--- config.mk ---
export PLATFORM = sky130hd
export DESIGN_NAME = hazard_sequencer_flat
export DESIGN_NICKNAME = d
export VERILOG_FILES = /design/src/rtl/hazard_sequencer_if.sv /design/src/rtl/hazard_sequencer.sv /design/src/flat_wrapper.sv
export SDC_FILE = /design/constraint.sdc
export NUM_CORES = 1
export LEC_CHECK = 0
export ABC_AREA = 1
export CAP_MARGIN = 20
export CORE_ASPECT_RATIO = 0.7
export CORE_MARGIN = 8
export CORE_UTILIZATION = 45
export CTS_CLUSTER_DIAMETER = 120
export DETAILED_ROUTE_END_ITERATION = 8
export PLACE_DENSITY = 0.68
export SLEW_MARGIN = 25
export SYNTH_ARGS = -nofsm -noshare
export SYNTH_HDL_FRONTEND = slang
export SYNTH_SLANG_ARGS = --single-unit
--- constraint.sdc ---
create_clock -name clk -period 2.1 [get_ports clk]
set_clock_uncertainty 0.05 [all_clocks]
set_input_delay 0.21 -clock clk [delete_from_list [all_inputs] [get_ports clk]]
set_output_delay 0.21 -clock clk [all_outputs]
set_load 0.02 [all_outputs]
--- src/rtl/hazard_sequencer_if.sv ---
// rtl/hazard_sequencer_if.sv - ID/EX hazard bus between pipeline controller and hazard sequencer
//
// Groups the ID-stage instruction descriptor, the EX redirect, and the hazard
// sequencer's stall/flush/forwarding/status outputs.
//   master : pipeline side, drives id_* and ex_redirect, observes results
//   slave  : hazard sequencer, observes id_* and ex_redirect, drives results
interface hazard_sequencer_if;
  logic        id_valid;
  logic [4:0]  id_rs;
  logic [4:0]  id_rt;
  logic        id_use_rs;
  logic        id_use_rt;
  logic        id_reg_write;
  logic [4:0]  id_dest;
  logic        id_is_load;
  logic        ex_redirect;
  logic        stall;
  logic        flush;
  logic [1:0]  fwd_a;
  logic [1:0]  fwd_b;
  logic [15:0] stall_count;
  logic        stall_err;

  modport master (
    output id_valid, id_rs, id_rt, id_use_rs, id_use_rt, id_reg_write, id_dest, id_is_load,
           ex_redirect,
    input  stall, flush, fwd_a, fwd_b, stall_count, stall_err
  );

  modport slave (
    input  id_valid, id_rs, id_rt, id_use_rs, id_use_rt, id_reg_write, id_dest, id_is_load,
           ex_redirect,
    output stall, flush, fwd_a, fwd_b, stall_count, stall_err
  );
endinterface

--- src/rtl/hazard_sequencer.sv ---
// rtl/hazard_sequencer.sv - 5-stage pipeline RAW stall, redirect flush and EX forwarding control
//
// Tracks in-flight register writes in a 3-entry shadow pipe (S1=EX, S2=MEM,
// S3=WB). Raises stall on RAW hazards against the ID instruction, flush on
// EX redirects (held FLUSH_CYCLES cycles), drives EX operand forwarding selects,
// and keeps a saturating stall counter plus a consecutive-stall watchdog.
// Ports:
//   clk    in  pipeline clock, rising edge
//   rst_n  in  asynchronous active-low reset
//   bus    slave modport of hazard_sequencer_if:
//          id_* / ex_redirect in; stall, flush, fwd_a, fwd_b (combinational),
//          stall_count, stall_err (registered) out
module hazard_sequencer #(
  parameter int FWD_EN         = 1,
  parameter int RF_WRITE_FIRST = 1,
  parameter int FLUSH_CYCLES   = 2,
  parameter int MAX_STALL      = 15
) (
  input  logic          clk,
  input  logic          rst_n,
  hazard_sequencer_if.slave bus
);

  typedef struct packed {
    logic       v;
    logic [4:0] dest;
    logic       load;
    logic [4:0] rs;
    logic [4:0] rt;
    logic       use_rs;
    logic       use_rt;
  } shadow_t;

  localparam logic [2:0] FLUSH_INIT = 3'(FLUSH_CYCLES - 1);
  localparam logic [7:0] STALL_MAX  = 8'(MAX_STALL);

  shadow_t     s1, s2, s3, id_entry;
  logic [2:0]  flush_cnt;
  logic [7:0]  run_cnt;
  logic [15:0] stall_count_q;
  logic        stall_err_q;
  logic        m1, m2, m3, raw;
  logic        stall_c, flush_c;
  logic [1:0]  fwd_a_c, fwd_b_c;
  logic        unused_bits;

  // An entry only becomes valid when it really writes a non-zero register,
  // which is what keeps $zero from ever matching.
  always_comb begin
    id_entry        = '0;
    id_entry.v      = bus.id_reg_write & (bus.id_dest != 5'd0);
    id_entry.dest   = bus.id_dest;
    id_entry.load   = bus.id_is_load;
    id_entry.rs     = bus.id_rs;
    id_entry.rt     = bus.id_rt;
    id_entry.use_rs = bus.id_use_rs;
    id_entry.use_rt = bus.id_use_rt;
  end

  function automatic logic id_match(input shadow_t s, input logic use_rs, input logic [4:0] rs,
                                    input logic use_rt, input logic [4:0] rt);
    return s.v & ((use_rs & (rs == s.dest)) | (use_rt & (rt == s.dest)));
  endfunction

  always_comb begin
    m1 = id_match(s1, bus.id_use_rs, bus.id_rs, bus.id_use_rt, bus.id_rt);
    m2 = id_match(s2, bus.id_use_rs, bus.id_rs, bus.id_use_rt, bus.id_rt);
    m3 = id_match(s3, bus.id_use_rs, bus.id_rs, bus.id_use_rt, bus.id_rt);
    if (FWD_EN != 0) begin
      raw = m1 & s1.load;
    end else begin
      raw = m1 | m2 | (m3 & (RF_WRITE_FIRST == 0));
    end
    flush_c = bus.ex_redirect | (flush_cnt != 3'd0);
    // A flushed or empty ID slot never needs to wait.
    stall_c = raw & bus.id_valid & ~flush_c;
  end

  // MEM (S2) has priority over WB (S3) since it holds the younger value.
  // A load in S2 has no data yet; the load-use stall keeps that case away.
  always_comb begin
    fwd_a_c = 2'b00;
    fwd_b_c = 2'b00;
    if (FWD_EN != 0) begin
      if (s2.v & ~s2.load & s1.use_rs & (s1.rs == s2.dest)) fwd_a_c = 2'b01;
      else if (s3.v & s1.use_rs & (s1.rs == s3.dest))        fwd_a_c = 2'b10;
      if (s2.v & ~s2.load & s1.use_rt & (s1.rt == s2.dest)) fwd_b_c = 2'b01;
      else if (s3.v & s1.use_rt & (s1.rt == s3.dest))        fwd_b_c = 2'b10;
    end
  end

  always_ff @(posedge clk or negedge rst_n) begin
    if (!rst_n) begin
      s1            <= '0;
      s2            <= '0;
      s3            <= '0;
      flush_cnt     <= 3'd0;
      run_cnt       <= 8'd0;
      stall_count_q <= 16'd0;
      stall_err_q   <= 1'b0;
    end else begin
      s3 <= s2;
      s2 <= s1;
      s1 <= (bus.id_valid & ~stall_c & ~flush_c) ? id_entry : '0;

      // Redirects arriving during a flush come from the wrong path; drop them.
      if (bus.ex_redirect && flush_cnt == 3'd0) begin
        flush_cnt <= FLUSH_INIT;
      end else if (flush_cnt != 3'd0) begin
        flush_cnt <= flush_cnt - 3'd1;
      end

      if (stall_c) begin
        if (stall_count_q != 16'hFFFF) stall_count_q <= stall_count_q + 16'd1;
        if (run_cnt != 8'hFF)          run_cnt       <= run_cnt + 8'd1;
        if (run_cnt == STALL_MAX)      stall_err_q   <= 1'b1;
      end else begin
        run_cnt <= 8'd0;
      end
    end
  end

  assign bus.stall       = stall_c;
  assign bus.flush       = flush_c;
  assign bus.fwd_a       = fwd_a_c;
  assign bus.fwd_b       = fwd_b_c;
  assign bus.stall_count = stall_count_q;
  assign bus.stall_err   = stall_err_q;

  // Operand fields of older entries are carried only to keep one entry format.
  assign unused_bits = ^{s2.rs, s2.rt, s2.use_rs, s2.use_rt,
                         s3.load, s3.rs, s3.rt, s3.use_rs, s3.use_rt};

endmodule

--- src/flat_wrapper.sv ---
// flat-port wrapper written by rule: the top's interface ports become plain ports
module hazard_sequencer_flat 
#(
  parameter int FWD_EN         = 1,
  parameter int RF_WRITE_FIRST = 1,
  parameter int FLUSH_CYCLES   = 2,
  parameter int MAX_STALL      = 15
)
  (clk, rst_n, bus_id_valid, bus_id_rs, bus_id_rt, bus_id_use_rs, bus_id_use_rt, bus_id_reg_write, bus_id_dest, bus_id_is_load, bus_ex_redirect, bus_stall, bus_flush, bus_fwd_a, bus_fwd_b, bus_stall_count, bus_stall_err);
  hazard_sequencer_if bus_i ();
  input  logic clk;
  input  logic rst_n;
  input wire logic [$bits(bus_i.id_valid)-1:0] bus_id_valid;
  input wire logic [$bits(bus_i.id_rs)-1:0] bus_id_rs;
  input wire logic [$bits(bus_i.id_rt)-1:0] bus_id_rt;
  input wire logic [$bits(bus_i.id_use_rs)-1:0] bus_id_use_rs;
  input wire logic [$bits(bus_i.id_use_rt)-1:0] bus_id_use_rt;
  input wire logic [$bits(bus_i.id_reg_write)-1:0] bus_id_reg_write;
  input wire logic [$bits(bus_i.id_dest)-1:0] bus_id_dest;
  input wire logic [$bits(bus_i.id_is_load)-1:0] bus_id_is_load;
  input wire logic [$bits(bus_i.ex_redirect)-1:0] bus_ex_redirect;
  output wire logic [$bits(bus_i.stall)-1:0] bus_stall;
  output wire logic [$bits(bus_i.flush)-1:0] bus_flush;
  output wire logic [$bits(bus_i.fwd_a)-1:0] bus_fwd_a;
  output wire logic [$bits(bus_i.fwd_b)-1:0] bus_fwd_b;
  output wire logic [$bits(bus_i.stall_count)-1:0] bus_stall_count;
  output wire logic [$bits(bus_i.stall_err)-1:0] bus_stall_err;
  assign bus_i.id_valid = bus_id_valid;
  assign bus_i.id_rs = bus_id_rs;
  assign bus_i.id_rt = bus_id_rt;
  assign bus_i.id_use_rs = bus_id_use_rs;
  assign bus_i.id_use_rt = bus_id_use_rt;
  assign bus_i.id_reg_write = bus_id_reg_write;
  assign bus_i.id_dest = bus_id_dest;
  assign bus_i.id_is_load = bus_id_is_load;
  assign bus_i.ex_redirect = bus_ex_redirect;
  assign bus_stall = bus_i.stall;
  assign bus_flush = bus_i.flush;
  assign bus_fwd_a = bus_i.fwd_a;
  assign bus_fwd_b = bus_i.fwd_b;
  assign bus_stall_count = bus_i.stall_count;
  assign bus_stall_err = bus_i.stall_err;
  hazard_sequencer #(.FWD_EN(FWD_EN), .RF_WRITE_FIRST(RF_WRITE_FIRST), .FLUSH_CYCLES(FLUSH_CYCLES), .MAX_STALL(MAX_STALL)) u_core (.clk(clk), .rst_n(rst_n), .bus(bus_i));
endmodule
======== Word-level counts from Yosys, hierarchy flattened ========
Cells that the tools add are included.
cells by class
  shift operators ......................... 0
  divide/modulo/power cells ............... 0
  add/sub/neg operators ................... 3
  bitwise logic cells ..................... 23
  magnitude comparators ................... 0
  reduce and logical (&&, ||, !) cells .... 7
  multipliers ............................. 0
  eq/ne operators ......................... 10
  multiplexer cells ....................... 9
operator list
  operator                                             number
  equality test 5 bit                                  6
  2-to-1 mux 19 bit                                    1
  AND 1 bit                                            18
  adder 16 x 1 -> 16 bit, second input constant        1
  2-to-1 mux 8 bit                                     2
  != test 16 bit, second input constant                1
  adder 8 x 1 -> 8 bit, second input constant          1
  equality test 8 x 4 -> 1 bit, second input constant  1
  2-to-1 mux 2 bit                                     4
  != test 8 bit, second input constant                 1
  2-to-1 mux 3 bit                                     2
  nonzero test 5 bit                                   1
  AND reduction 2 bit                                  2
  logical NOT 3 bit                                    1
  inverter 1 bit                                       3
  nonzero test 3 bit                                   1
  subtractor 3 x 1 -> 3 bit, second input constant     1
  != test 2 bit, second input constant                 1
  OR 1 bit                                             2
  nonzero test 2 bit                                   1
  logical AND 1 bit                                    1
storage, ports and cells
  memories kept ........................... 0
  RAM bits ................................ 0
  output and inout port bits .............. 23
  memory bits (read-only) ................. 0
  word-level logic and storage cells ...... 68
  bits in registers ....................... 60
  bits in latches ......................... 0
  input bits .............................. 23

======== Longest topological paths before layout ========
Gate-level depths: netlist of the first run.
  word-level depth ........................ 11
  mapped depth ............................ 12
  gate-level depth less buffers ........... 12

======== Worst setup path before layout of the first run ========
Ideal clock, no wire load.
  path type ............................... reg-to-output
  from .................................... register u_core.s2[15] in the netlist's numbering
  to ...................................... output port bus_fwd_a[1]
  stages on the path, launching flop included .. 4
  arrival time ............................ 1.616 ns
  required time ........................... 1.840 ns
  setup slack ............................. 0.224 ns
  path buffers ............................ 0
  cell sequence ........................... dfrtp_1 xor2_1 nor4_1 nor2_1
on the way
  longest elaborated chain between the ends .. 3
ends and longest elaborated chain
  element                 line                     RTL
  from (decl)             hazard_sequencer.sv:37   shadow_t s1, s2, s3, id_entry;
  from (signal assigned)  hazard_sequencer.sv:95   s2 <= '0;
  from (signal assigned)  hazard_sequencer.sv:103  s2 <= s1;
  equality test 5 bit     hazard_sequencer.sv:85   if (s2.v & ~s2.load & s1.use_rs & (s1.rs == s2.dest)) fwd_a_c = 2'b01;
  AND 1 bit               hazard_sequencer.sv:85
  2-to-1 mux 2 bit        hazard_sequencer.sv:85
  to (decl)               flat_wrapper.sv:24       output wire logic [$bits(bus_i.fwd_a)-1:0] bus_fwd_a;
No other way between the ends.

======== Worst setup path in the final report of the first run ========
  from .................................... register u_core.s1[3] in the netlist's numbering
  to ...................................... output port bus_fwd_b[1]
on the way
  longest elaborated chain between the ends .. 4
  elaborated cells between the ends (all ways) .. 6
  classes of those cells .................. eq/ne (2); mux (2); bitwise (2)
ends and longest elaborated chain
  element                 line                     RTL
  from (decl)             hazard_sequencer.sv:37
  from (signal assigned)  hazard_sequencer.sv:104  s1 <= (bus.id_valid & ~stall_c & ~flush_c) ? id_entry : '0;
  equality test 5 bit     hazard_sequencer.sv:88   else if (s3.v & s1.use_rt & (s1.rt == s3.dest)) fwd_b_c = 2'b10;
  AND 1 bit               hazard_sequencer.sv:88
  2-to-1 mux 2 bit        hazard_sequencer.sv:88
  2-to-1 mux 2 bit (*)    hazard_sequencer.sv:87   if (s2.v & ~s2.load & s1.use_rt & (s1.rt == s2.dest)) fwd_b_c = 2'b01;
  to (decl)               flat_wrapper.sv:25       output wire logic [$bits(bus_i.fwd_b)-1:0] bus_fwd_b;
Mark *: on every way between the ends. The rest lies on a longest branch, timed or not.

==> results_dict.tcl, run 1 <==
set metrics [dict create \
    cts-root-buf "clkbuf_8" \
    vias 2699 \
    report.power.total_mw 2.880 \
    ys.warnings.count 0 \
    netlist_instances 397 \
    synth_area_leaders "dfrtp_1, nand2_1, inv_1" \
    drc 0 \
    outcome "finished, final reports clean" \
    syn_area_sq_um 3143 \
    async_flop_share_pct 100.0 \
    critPathKind "flop to primary output" \
    slew_viol_final 0 \
    internal-power_mw 2.139 \
    grt_pass1_wl_um 12300 \
    crit_family "simple AND/OR/NAND/NOR gates" \
    cpMostUsedCell "nor2_1" \
    die_w_um 115.9 \
    viasPerCell 4.719 \
    p_leak_nw 2.117 \
    drv_cap 0 \
    place_congestion 0.8374 \
    place_area_sq_um 3856 \
    p_per_area_nw_per_um2 704.6 \
    synthSimpleGateAreaFrac_pct 30.53 \
    clkSinkCount 60 \
    route.antenna.remaining_nets 0 \
    r2r-end "u_core.s1[17]$_DFF_PN0_" \
    grt_max_degree 25 \
    die_area_sq_um 9957 \
    worstPathArrival_ns 1.72 \
    setup_viol 0 \
    firstDrtPassIters 4 \
    antenna_found_initial 0 \
    synthAdderAreaFrac_pct 1.592 \
    cts_buffers 9 \
    synth_area_per_cell_sq_um 7.917 \
    synthXorXnorAreaFrac_pct 2.787 \
    endpoint_kind "primary output" \
    first_iter_violations 164 \
    crit_buf_inv 2 \
    min_path_type "input port to async pin" \
    cts_tree "yes" \
    port_buffers 45 \
    synth_seq_cells 60 \
    rows 25 \
    yosys.area.top_type "dfrtp_1" \
    crit_chain "inv_1 > o21ai_0 > nor2_1 > nand4_1 > nor3_2 > nor2_1 > dlygate4sd2_1" \
    cts.clk_slew.worst_paths_ns 0.07 \
    comb_power_share_pct 15.3 \
    reg2regPathDepth 12 \
    num-fill-cells 620 \
    synth-compound-area-share_pct 6.250 \
    muxShareOfSynthArea_pct 0 \
    ctsLongestPathBuffers 2 \
    multi_input_area_sq_um 1310 \
    fin_util_pct 60.50 \
    totalWireLength_um 7278 \
    antenna_cells 0 \
    worstPathRequired_ns 1.84 \
    fin_nets 500 \
    seq_power_share_pct 44.8 \
    fin_crit_sh_pct 94.13 \
    fp.dieH_um 85.92 \
    drive_above_1_share_pct 12.34 \
    r2r-start "u_core.flush_cnt[0]$_DFFE_PN0P_" \
    start_kind "flop" \
    switchingPower_mw 0.7408 \
    rrSetupSlack_ns 0.22 \
    relSlewSlack_pct 69.80 \
    holdWs_ns 0.2980 \
    synth.distinct_cells 33 \
    synth_top_family_by_area "simple AND/OR/NAND/NOR gates" \
    synth_edf_count 0 \
    critPathSlowestCell "dfrtp_1" \
    stdcell_area_sq_um 4088 \
    cts_max_level 3 \
    sw_frac_of_total_pct 25.72 \
    area_growth_pct 30.06 \
    start_util_pct 46.52 \
    synth_ff_type "dfrtp_1" \
    power_frac_clock_pct 39.9 \
    dp_hpwl_um 5627 \
    max_freq_mhz 505.9 \
    rsz0062_at_grt "true" \
    grt_pass1_vias 2576 \
    max_stage_delay_ns 0.42 \
    avgRoutedWirePerCell_um 12.72 \
    clock_latency_ns 0.34 \
    hold_viol 0 \
    grt_use_total_pct 15.81 \
    setup_tns_ns 0 \
    period_minus_slack_ns 1.977 \
    worst_pin_slew_ns 0.4530 \
    cp_max_fo 3 \
    ios 46 \
    synth_nets 424 \
    overflow 0 \
    synth_top_area_share_pct 47.77 \
    core_sq_um 6756 \
    synth-seq-area-share_pct 47.77 \
    regArea_sq_um 1501 \
    ir_drop_mv 0.5960 \
]
[worst register-to-register path, stage by stage, from the launching register on]
cell and delay, ns:
dfrtp_1 0.38, inv_1 0.08, ha_1 0.14, inv_1 0.06, nor2_4 0.10, nand2_4 0.08
nor2_8 0.10, nand3_4 0.08, buf_4 0.15, clkinv_4 0.08, nand2_4 0.16, nand2_4 0.23
nor2_1 0.08
[final cells by class]
class                           count  area share (%)
Clock inverter                      5           1.837
Inverter                           82           7.652
Timing Repair Buffer               69           15.40
Multi-Input combinational cell    251           32.05
Clock buffer                       11           3.459
Tap cell                           94           2.877
Sequential cell                    60           36.73
[power groups by stage]
stage / clock, mW / sequential [mW] / combinational (mW)
after floorplan: 0 / 1.29 / 0.251
after global placement: 0 / 1.31 / 0.429
after detailed placement: 0 / 1.31 / 0.448
after CTS: 1.18 / 1.29 / 0.448
after global routing: 1.23 / 1.30 / 0.494
final: 1.15 / 1.29 / 0.441
[cell usage in the layout (no fill, tap or decap), types with 2 or more instances in the layout]
cell	instances
a21oi_1	5
buf_2	2
buf_4	22
bufinv_16	2
clkbuf_8	10
clkdlybuf4s50_1	38
clkinv_2	3
dfrtp_1	60
dlygate4sd2_1	5
ha_1	4
inv_1	80
nand2_1	88
nand2_4	4
nand3_1	30
nand3_2	3
nand4_1	9
nor2_1	55
nor3_1	8
nor3_2	3
o21ai_0	8
o21bai_1	9
o22ai_1	4
xnor2_1	5
xor2_1	5
[stage by stage]
stage	cells	setup slack, ns
floorplan	397	0.2242
global placement	555	-0.08532
detailed placement	555	-0.1041
CTS	572	0.005890
global route	572	-0.06608
finish	572	0.1233
[state kept, by name, indices dropped and copies added (netlist names)]
| register | count |
|---|---|
| u_core.flush_cnt | 3 |
| u_core.s2 | 7 |
| u_core.bus.stall_err | 1 |
| u_core.s3 | 6 |
| u_core.run_cnt | 8 |
| u_core.s1 | 19 |
| u_core.bus.stall_count | 16 |
[cell families after synthesis]
| group | Yosys count |
|---|---|
| compound gates | 30 |
| xor+xnor | 10 |
| fa+ha+maj | 4 |
| buf+inv | 86 |
| flops | 60 |
| simple gates | 207 |
[what timing repair did]
action,CTS,global route
hold buffers,1,0
endpoints found under the setup margin,6,11
pin swaps,0,0
gates resized for setup,9,3
buffers inserted,0,0
hold endpoints to repair,16,0
[worst max path at each step]
stage / start / cells past startpoint / endpoint
2_1_floorplan: u_core.s2[15]$_DFF_PN0_ / 3 / bus_fwd_a[1]
3_3_place_gp: bus_id_rt[3] / 8 / bus_stall
3_5_place_dp: bus_id_rt[3] / 8 / bus_stall
4_1_cts: u_core.flush_cnt[0]$_DFFE_PN0P_ / 9 / bus_stall
5_1_grt: u_core.s1[5]$_DFF_PN0_ / 8 / bus_fwd_b[1]
6_report: u_core.s1[3]$_DFF_PN0_ / 7 / bus_fwd_b[1]
[routing by layer]
layer	track usage (%)	part of all wire, %	wire length (um)	vias up
li1	-	-	-	1388
met4	6.917	1.3	93	0
met3	5.189	6.3	461	11
met1	21.22	47	3455	1245
met5	0	0	0	-
met2	22.55	45	3266	55
[Yosys cell counts (all sizes together) (5+ instances only)]
| cell | instances |
|---|---|
| xnor2 | 5 |
| dfrtp | 60 |
| o21bai | 9 |
| inv | 81 |
| nor2 | 57 |
| a21oi | 6 |
| xor2 | 5 |
| nor3 | 11 |
| nand4 | 9 |
| o21ai | 8 |
| nand2 | 92 |
| nand3 | 34 |
(Power assumes the default switching activity.)
==> inputs of run 2 (changes only) <==
Settings changed: MAX_ROUTING_LAYER set to met4.
==> run 2 against run 1 <==
Clock power about the same; sequential power about the same; final cell count decreased by 0.35%; sequential cell count unchanged; critical path type unchanged; routed wire length decreased by 2.8%; core utilization decreased by 0.11 points; largest cell class unchanged; critical endpoint is now bus_stall; sequential share of layout area increased by 0.068 points.
==> results_dict.tcl, run 2 (synthesis results as in run 1) <==
set metrics [dict create \
    num-fill-cells 628 \
    final_cells 570 \
    core_sq_um 6756 \
    drive_above_1_share_pct 11.97 \
    setup.worst_path.end "bus_stall" \
    rrSetupSlack_ns 0.24 \
    dp_hpwl_um 5429 \
    die_area_sq_um 9957 \
    ios 46 \
    port_buffers 45 \
    fp.dieH_um 85.92 \
    start_util_pct 46.52 \
    clkSinkCount 60 \
    top_register "u_core.s1" \
    max_freq_mhz 506.4 \
    crit_family "flip-flops" \
    place_area_sq_um 3854 \
    clock_latency_ns 0.34 \
    antenna_cells 0 \
    worstPathRequired_ns 1.84 \
    first_iter_violations 174 \
    rsz0062_at_grt "false" \
    final_cell_mix "nand2_1, inv_1, dfrtp_1" \
    antenna_found_initial 0 \
    setup_viol 0 \
    grt_pass1_wl_um 12390 \
    largest_reg_flops 19 \
    r2r-end "u_core.s1[2]$_DFF_PN0_" \
    fin_nets 498 \
    fin_util_pct 60.39 \
    cts_setup_buffers 0 \
    cts_tree "yes" \
    grt_use_total_pct 15.98 \
    route.antenna.remaining_nets 0 \
    slew_viol_final 0 \
    path_depth 9 \
    worst_pin_slew_ns 0.4456 \
    holdWs_ns 0.3015 \
    crit_chain "inv_1 > ha_1 > inv_1 > nor2_4 > nand2_4 > nor2_8 > nand3_4 > a21oi_4 > buf_2" \
    cpMostUsedCell "inv_1" \
    outcome "finished, final reports clean" \
    p_per_area_nw_per_um2 701.6 \
    hold_viol 0 \
    multi_input_area_sq_um 1308 \
    reg2regPathDepth 12 \
    r2r-start "u_core.flush_cnt[0]$_DFFE_PN0P_" \
    avgRoutedWirePerCell_um 12.41 \
    dpl.cell_count 553 \
    cp_max_fo 2 \
    cts_max_level 3 \
    cts.clk_slew.worst_paths_ns 0.07 \
    cts-root-buf "clkbuf_8" \
    firstDrtPassIters 4 \
    relSlewSlack_pct 70.29 \
    p_leak_nw 2.098 \
    drc 0 \
    overflow 0 \
    fin_crit_sh_pct 94.04 \
    critPathSlowestCell "dfrtp_1" \
    start_kind "flop" \
    cts_buffers 9 \
    regArea_sq_um 1501 \
    rows 25 \
    endpoint_kind "primary output" \
    place_congestion 0.8653 \
    grt_max_degree 44 \
    vias 2703 \
    critPathKind "flop to primary output" \
    ir_drop_mv 0.5512 \
    min_path_type "input port to async pin" \
    layout_commonest_cell "nand2_1" \
    die_w_um 115.9 \
    crit_buf_inv 3 \
    cp-startpoint "u_core.flush_cnt[0]$_DFFE_PN0P_" \
    grt_pass1_vias 2669 \
    worstPathArrival_ns 1.71 \
    period_minus_slack_ns 1.975 \
    ctsLongestPathBuffers 2 \
    stdcell_area_sq_um 4080 \
    max_stage_delay_ns 0.38 \
    viasPerCell 4.742 \
    drv_cap 0 \
    area_growth_pct 29.82 \
    totalWireLength_um 7073 \
]
run 2: changes by cell type in the layout (fill, tap and decap cells not counted), sizes merged:
cell         before  now
clkbuf           11   13
clkinvlp          0    1
buf              25   23
dlygate4sd2       5    3
dlygate4sd1       0    1
clkinv            4    2
run 2: timing repair:
item                                   in CTS  in global routing
gates resized for setup                    11                  5
endpoints found under the hold margin      17                  0
setup endpoints to repair                   6                  7
hold buffers                                1                  0
run 2: power breakdown:
part,leakage (nW),internal [mW],switching (mW)
combinational,1.21,0.212,0.224
clock,0.107,0.699,0.437
sequential,0.783,1.23,0.0615
run 2: per-layer routing:
layer	up-vias	wire (um)	track usage, %
li1	1380	-	-
met1	1254	3484	20.48
met2	60	3202	23.81
met3	9	307	4.979
met4	0	78	4.455
met5	-	0	-
run 2: metrics by stage:
stage                      TNS, ns  setup WS [ns]  total power [mW]
after floorplan                  0         0.2242             1.544
after global placement    -0.09384       -0.09384             1.734
after detailed placement   -0.1012        -0.1012             1.751
after CTS                        0        0.08098             2.895
after global routing             0       0.002608             3.013
final                            0         0.1253             2.862
run 2: worst min-delay path by stage:
stage,start,to,slack (ns),depth (start not counted)
floorplan,rst_n,u_core.bus.stall_count[0]$_DFFE_PN0P_,-0.14,0
global placement,rst_n,u_core.flush_cnt[0]$_DFFE_PN0P_,0.13,1
detailed placement,rst_n,u_core.flush_cnt[0]$_DFFE_PN0P_,0.13,1
CTS,rst_n,u_core.bus.stall_count[3]$_DFFE_PN0P_,0.31,2
global route,rst_n,u_core.flush_cnt[1]$_DFFE_PN0P_,0.32,2
finish,rst_n,u_core.flush_cnt[0]$_DFFE_PN0P_,0.30,2
run 2: final cells by class:
type	count	area share (%)
clock buffer	12	3.557
tap	94	2.883
clock inverter	4	1.779
inverter	82	7.666
multi-input combinational	251	32.05
sequential	60	36.80
timing repair buffer	67	15.27
==> inputs of run 3 (changes only) <==
==> constraint.sdc (replaced) <==
create_clock -name clk -period 2.1 [get_ports clk]
set_clock_uncertainty 0.05 [all_clocks]
set_input_delay 0.42 -clock clk [delete_from_list [all_inputs] [get_ports clk]]
set_output_delay 0.42 -clock clk [all_outputs]
set_load 0.02 [all_outputs]
==> run 3 against run 2 <==
Largest power group unchanged; power up 3.7%; first-iteration DRC count shrank 37%; worst hold slack improved by 0.021 ns; register-to-register slack improved by 0.04 ns; worst setup slack worse by 0.17 ns; global-route usage up 0.74 points; via count increased by 1.5%; the run now ends with setup timing left; routed wire length grew 5.1%.
==> results_dict.tcl, run 3 (synthesis results as in run 1) <==
set metrics [dict create \
    hold_end "u_core.s3[18]$_DFF_PN0_" \
    relSlewSlack_pct 74.02 \
    die_area_sq_um 9957 \
    fin_nets 511 \
    cts_tree "yes" \
    cts.clk_slew.worst_paths_ns 0.06 \
    critPathSlowestCell "clkdlybuf4s50_1" \
    reg2regPathDepth 12 \
    min_path_type "flop to flop" \
    cpMostUsedCell "nand2_1" \
    min_path_cells 0 \
    antenna_found_initial 0 \
    die_w_um 115.9 \
    path_depth 8 \
    holdCritStartpoint "u_core.s2[18]$_DFF_PN0_" \
    ios 46 \
    vias 2743 \
    p_leak_nw 2.175 \
    violations "setup timing" \
    rows 25 \
    rrSetupSlack_ns 0.28 \
    drv_cap 0 \
    dpl.cell_count 565 \
    p_per_area_nw_per_um2 702.3 \
    cts_max_level 3 \
    start_util_pct 46.52 \
    largest_reg_flops 19 \
    ctsLongestPathBuffers 2 \
    fin_crit_sh_pct 102.2 \
    totalWireLength_um 7437 \
    first_iter_violations 109 \
    viasPerCell 4.705 \
    r2r-start "u_core.flush_cnt[0]$_DFFE_PN0P_" \
    grt_pass1_wl_um 12920 \
    slew_viol_final 0 \
    final_cell_mix "nand2_1, inv_1, dfrtp_1" \
    fin_ws_ns -0.04637 \
    cp_max_fo 2 \
    drc 0 \
    firstDrtPassIters 4 \
    layout_commonest_cell "nand2_1" \
    cts_buffers 9 \
    port_buffers 45 \
    clock_latency_ns 0.33 \
    critPathKind "input port to primary output" \
    num-fill-cells 606 \
    final_cells 583 \
    endpoint_kind "primary output" \
    setup_tns_ns -0.04637 \
    top_register "u_core.s1" \
    max_freq_mhz 465.9 \
    period_minus_slack_ns 2.146 \
    worstPathArrival_ns 1.68 \
    overflow 0 \
    ir_drop_mv 0.5294 \
    worst_pin_slew_ns 0.3868 \
    area_growth_pct 34.47 \
    start_kind "input port" \
    crit_buf_inv 3 \
    core_sq_um 6756 \
    place_congestion 0.8911 \
    setup_viol 1 \
    crit_family "buffers and inverters" \
    grt_pass1_vias 2816 \
    holdWs_ns 0.3222 \
    rsz0062_at_grt "true" \
    worstPathRequired_ns 1.63 \
    cts-root-buf "clkbuf_8" \
    place_area_sq_um 3969 \
    outcome "complete, but fails checks" \
    max_stage_delay_ns 0.48 \
    stdcell_area_sq_um 4227 \
    fp.dieH_um 85.92 \
    r2r-end "u_core.s1[4]$_DFF_PN0_" \
    clkSinkCount 60 \
    crit_chain "clkdlybuf4s50_1 > inv_1 > nand2_1 > nand2_1 > nor2_1 > nand3_2 > a21oi_4 > buf_6" \
    dp_hpwl_um 5649 \
    hold_viol 0 \
    route.antenna.remaining_nets 0 \
    grt_max_degree 51 \
    antenna_cells 0 \
    avgRoutedWirePerCell_um 12.76 \
    drive_above_1_share_pct 16.56 \
    grt_use_total_pct 16.72 \
]
## run 3: metrics by stage
stage	utilization, %	setup slack (ns)	total power, mW
6_report	62.56	-0.04637	2.968
3_5_place_dp	58.74	-0.5489	1.785
4_1_cts	62.39	-0.07268	3.002
5_1_grt	62.56	-0.1476	3.105
2_1_floorplan	-	0.01422	1.544
3_3_place_gp	58.74	-0.5022	1.768
## run 3: worst reg2reg max path: cells and delay by family (launching register included)
| kind | cells | cell delay [ns] |
|---|---|---|
| simple gates | 7 | 0.80 |
| flops | 1 | 0.38 |
| buf+inv | 4 | 0.31 |
| fa+ha+maj | 1 | 0.16 |
## run 3: per-layer routing
| layer | wire length, um | global-route usage (%) | vias up |
|---|---|---|---|
| li1 | - | - | 1407 |
| met1 | 3587 | 20.45 | 1279 |
| met2 | 3564 | 26.58 | 55 |
| met3 | 260 | 4.208 | 2 |
| met4 | 24 | 5.275 | 0 |
| met5 | 0 | - | - |
## run 3: worst max path at each step
stage                     slack (ns)           end                       startpoint
after floorplan                 0.01  bus_fwd_a[1]          u_core.s2[15]$_DFF_PN0_
after global placement         -0.50     bus_stall                     bus_id_rs[1]
after detailed placement       -0.55     bus_stall                     bus_id_rs[3]
after CTS                      -0.07     bus_stall  u_core.flush_cnt[0]$_DFFE_PN0P_
after global routing           -0.15     bus_stall                     bus_id_rs[1]
final                          -0.05     bus_stall                     bus_id_rs[3]
## run 3: what timing repair did
item	4_1_cts	5_1_grt
pin swaps	2	6
buffers inserted	0	1
endpoints found under the hold margin	10	0
hold buffers	1	0
gates resized for setup	28	10
setup endpoints to repair	6	9
## run 3: final cells by class
| type | count | area [sq um] | share of cell area (%) |
|---|---|---|---|
| clock buffers | 11 | 151.4 | 3.582 |
| clock inverters | 5 | 83.83 | 1.983 |
| inverters | 82 | 312.8 | 7.401 |
| multi-input cells | 251 | 1315 | 31.11 |
| flip-flops and latches | 60 | 1501 | 35.52 |
| well taps | 94 | 117.6 | 2.783 |
| repair buffers | 80 | 744.5 | 17.61 |
## run 3: power by group
group          internal, mW  switching, mW
clock                 0.735          0.465
sequential             1.23         0.0606
combinational         0.240          0.239
==> RTL change (settings of run 3) <==
`FWD_EN` is set to 1 in 2 places; all go to 0.
--- a/src/rtl/hazard_sequencer.sv
+++ b/src/rtl/hazard_sequencer.sv
@@ -11,7 +11,7 @@
 //          id_* / ex_redirect in; stall, flush, fwd_a, fwd_b (combinational),
 //          stall_count, stall_err (registered) out
 module hazard_sequencer #(
-  parameter int FWD_EN         = 1,
+  parameter int FWD_EN         = 0,
   parameter int RF_WRITE_FIRST = 1,
   parameter int FLUSH_CYCLES   = 2,
   parameter int MAX_STALL      = 15
--- a/src/flat_wrapper.sv
+++ b/src/flat_wrapper.sv
@@ -1,7 +1,7 @@
 // flat-port wrapper written by rule: the top's interface ports become plain ports
 module hazard_sequencer_flat 
 #(
-  parameter int FWD_EN         = 1,
+  parameter int FWD_EN         = 0,
   parameter int RF_WRITE_FIRST = 1,
   parameter int FLUSH_CYCLES   = 2,
   parameter int MAX_STALL      = 15
Behaviour: not the same (Yosys sat finds a counterexample within 4 cycles, from zero or initial values and one cycle with rst_n low).
==> RTL change against run 3 <==
Area after synthesis shrank 20%; sequential cell count shrank 20; first-iteration DRC count is the same; wire length shrank 26%; setup slack gained 120 ps; via count shrank 19%; cell area shrank 27%; power shrank 43%; maximum frequency grew 6.2%; sequential power shrank 34%; count of clock-buffer cells in the layout shrank 5; critical endpoint unchanged.
==> RTL change: results (changes against run 3) <==
[cells_and_area]
multi_input_area_share = 0.395  ; was 0.311
fill_cells = 499  ; was 606
numSequentialCells = 40  ; was 60
nonClockBufferCount = 49  ; was 80
finalNetCount = 424  ; was 511
seqCellArea_sq_um = 1000  ; was 1500 sq um
buffer_area_frac = 0.150  ; was 0.176
n_clock_buffer = 6  ; was 11

[worst_hold_path]
hold_path_class = in -> async  ; was reg -> reg

[worst_setup_path]
cp.arrival_ps = 1550  ; was 1680 ps
rr_worst_depth = 9  ; was 12
crit_path_max_fanout = 4  ; was 2
critical_path.top_delay_family = simple AND/OR/NAND/NOR gates  ; was buffers and inverters
rr_startpoint = u_core.flush_cnt[1]$_DFFE_PN0P_  ; was u_core.flush_cnt[0]$_DFFE_PN0P_
critPathLaunch = u_core.s1[16]$_DFF_PN0_  ; was bus_id_rs[3]
r2r_end = u_core.bus.stall_count[1]$_DFFE_PN0P_  ; was u_core.s1[4]$_DFF_PN0_

[power_and_ir_drop]
leakagePower_uw = 0.00157  ; was 0.00218 uW
irDropWorstVdd_mv = 0.495  ; was 0.529 mV

[synthesis]
yosys-top-cells-count = nand2_1, inv_1, dfrtp_1, nor2_1, nand3_1  ; unchanged
yosysUniqueCellTypes = 32  ; was 33
netlist_instances = 348  ; was 397
synth_seq_area_share = 0.397  ; was 0.478
synth.area.top_cells = dfrtp_1, nand2_1, inv_1  ; unchanged

[global_route]
grt_usage = 0.143  ; was 0.167
grt_pass1_wl_um = 9560  ; was 12,900 um
met2_usage = 0.212  ; was 0.266
grt_max_degree = 29  ; was 51
use_met1 = 0.190  ; was 0.205
grt_pass1_vias = 2102  ; was 2,816
grtUsageMet3 = 0.0343  ; was 0.0421

[floorplan]
taps = 72  ; was 94

[place]
dp_hpwl_um = 4200  ; was 5650 um
gp_congestion = 0.896  ; was 0.891
portBuffers = 40  ; was 45
dp_slack_ps = -647  ; was -549 ps

[clocking]
clock_latency_ps = 290  ; was 330 ps
htree_levels = 2  ; was 3

[run_status]
status = completed  ; was complete, but fails checks

[route]
vias = 2210  ; was 2,743
wire_per_inst_um = 11.8  ; was 12.8 um
dr_wl_met2_um = 2340  ; was 3560 um
met1Wirelength_um = 2870  ; was 3590 um

[RTL change: cell count changes in the layout (fill, tap and decap cells not counted), moves of 8 or more]
cell | before | now
nand4_1 | 9 | 17
nor2_1 | 53 | 37
nor3_1 | 8 | 0
dlygate4sd2_1 | 0 | 11
buf_4 | 33 | 8
dfrtp_1 | 60 | 39
inv_1 | 77 | 56
clkdlybuf4s50_1 | 38 | 25
nand2_1 | 88 | 112
o21bai_1 | 9 | 0
[RTL change: metrics by stage]
stage / instance area [sq um] / hold WS (ps)
after floorplan: 2530 / 74.4
after global placement: 3000 / 340
after detailed placement: 3000 / 342
after CTS: 3080 / 69.6
after global routing: 3070 / 87.6
final: 3070 / 55.3
[RTL change: report_power, final]
group,switching [uW],internal (uW),leakage [uW]
Clock,262,226,0.0000410
Combinational,199,157,0.000983
Sequential,28.4,817,0.000545
[RTL change: cell families (layout without fill, tap and decap cells)]
| kind of cell | after synthesis | count (layout) | synth area share |
|---|---|---|---|
| other | 1 | 4 | 0.00149 |
| XOR/XNOR | 3 | 3 | 0.0104 |
| flip-flops | 40 | 40 | 0.397 |
| buffers and inverters | 71 | 117 | 0.128 |
| AND/OR/NAND/NOR | 215 | 215 | 0.401 |
| adder cells (fa/ha/maj) | 4 | 4 | 0.0199 |
| AO/OA/AOI/OAI | 14 | 14 | 0.0412 |
[RTL change: how the worst max path moves through the flow]
stage | endpoint | slack (ps) | cells past startpoint
after floorplan | bus_stall | 260 | 8
after global placement | bus_stall | -640 | 12
after detailed placement | bus_stall | -650 | 12
after CTS | bus_stall | 5 | 10
after global routing | bus_stall | -30 | 11
final | bus_stall | 80 | 11
[RTL change: timing repair]
item	CTS	global route
gates cloned	0	0
setup endpoints to repair	2	2
hold buffers	0	0
pin swaps	7	4
gates resized for setup	22	3
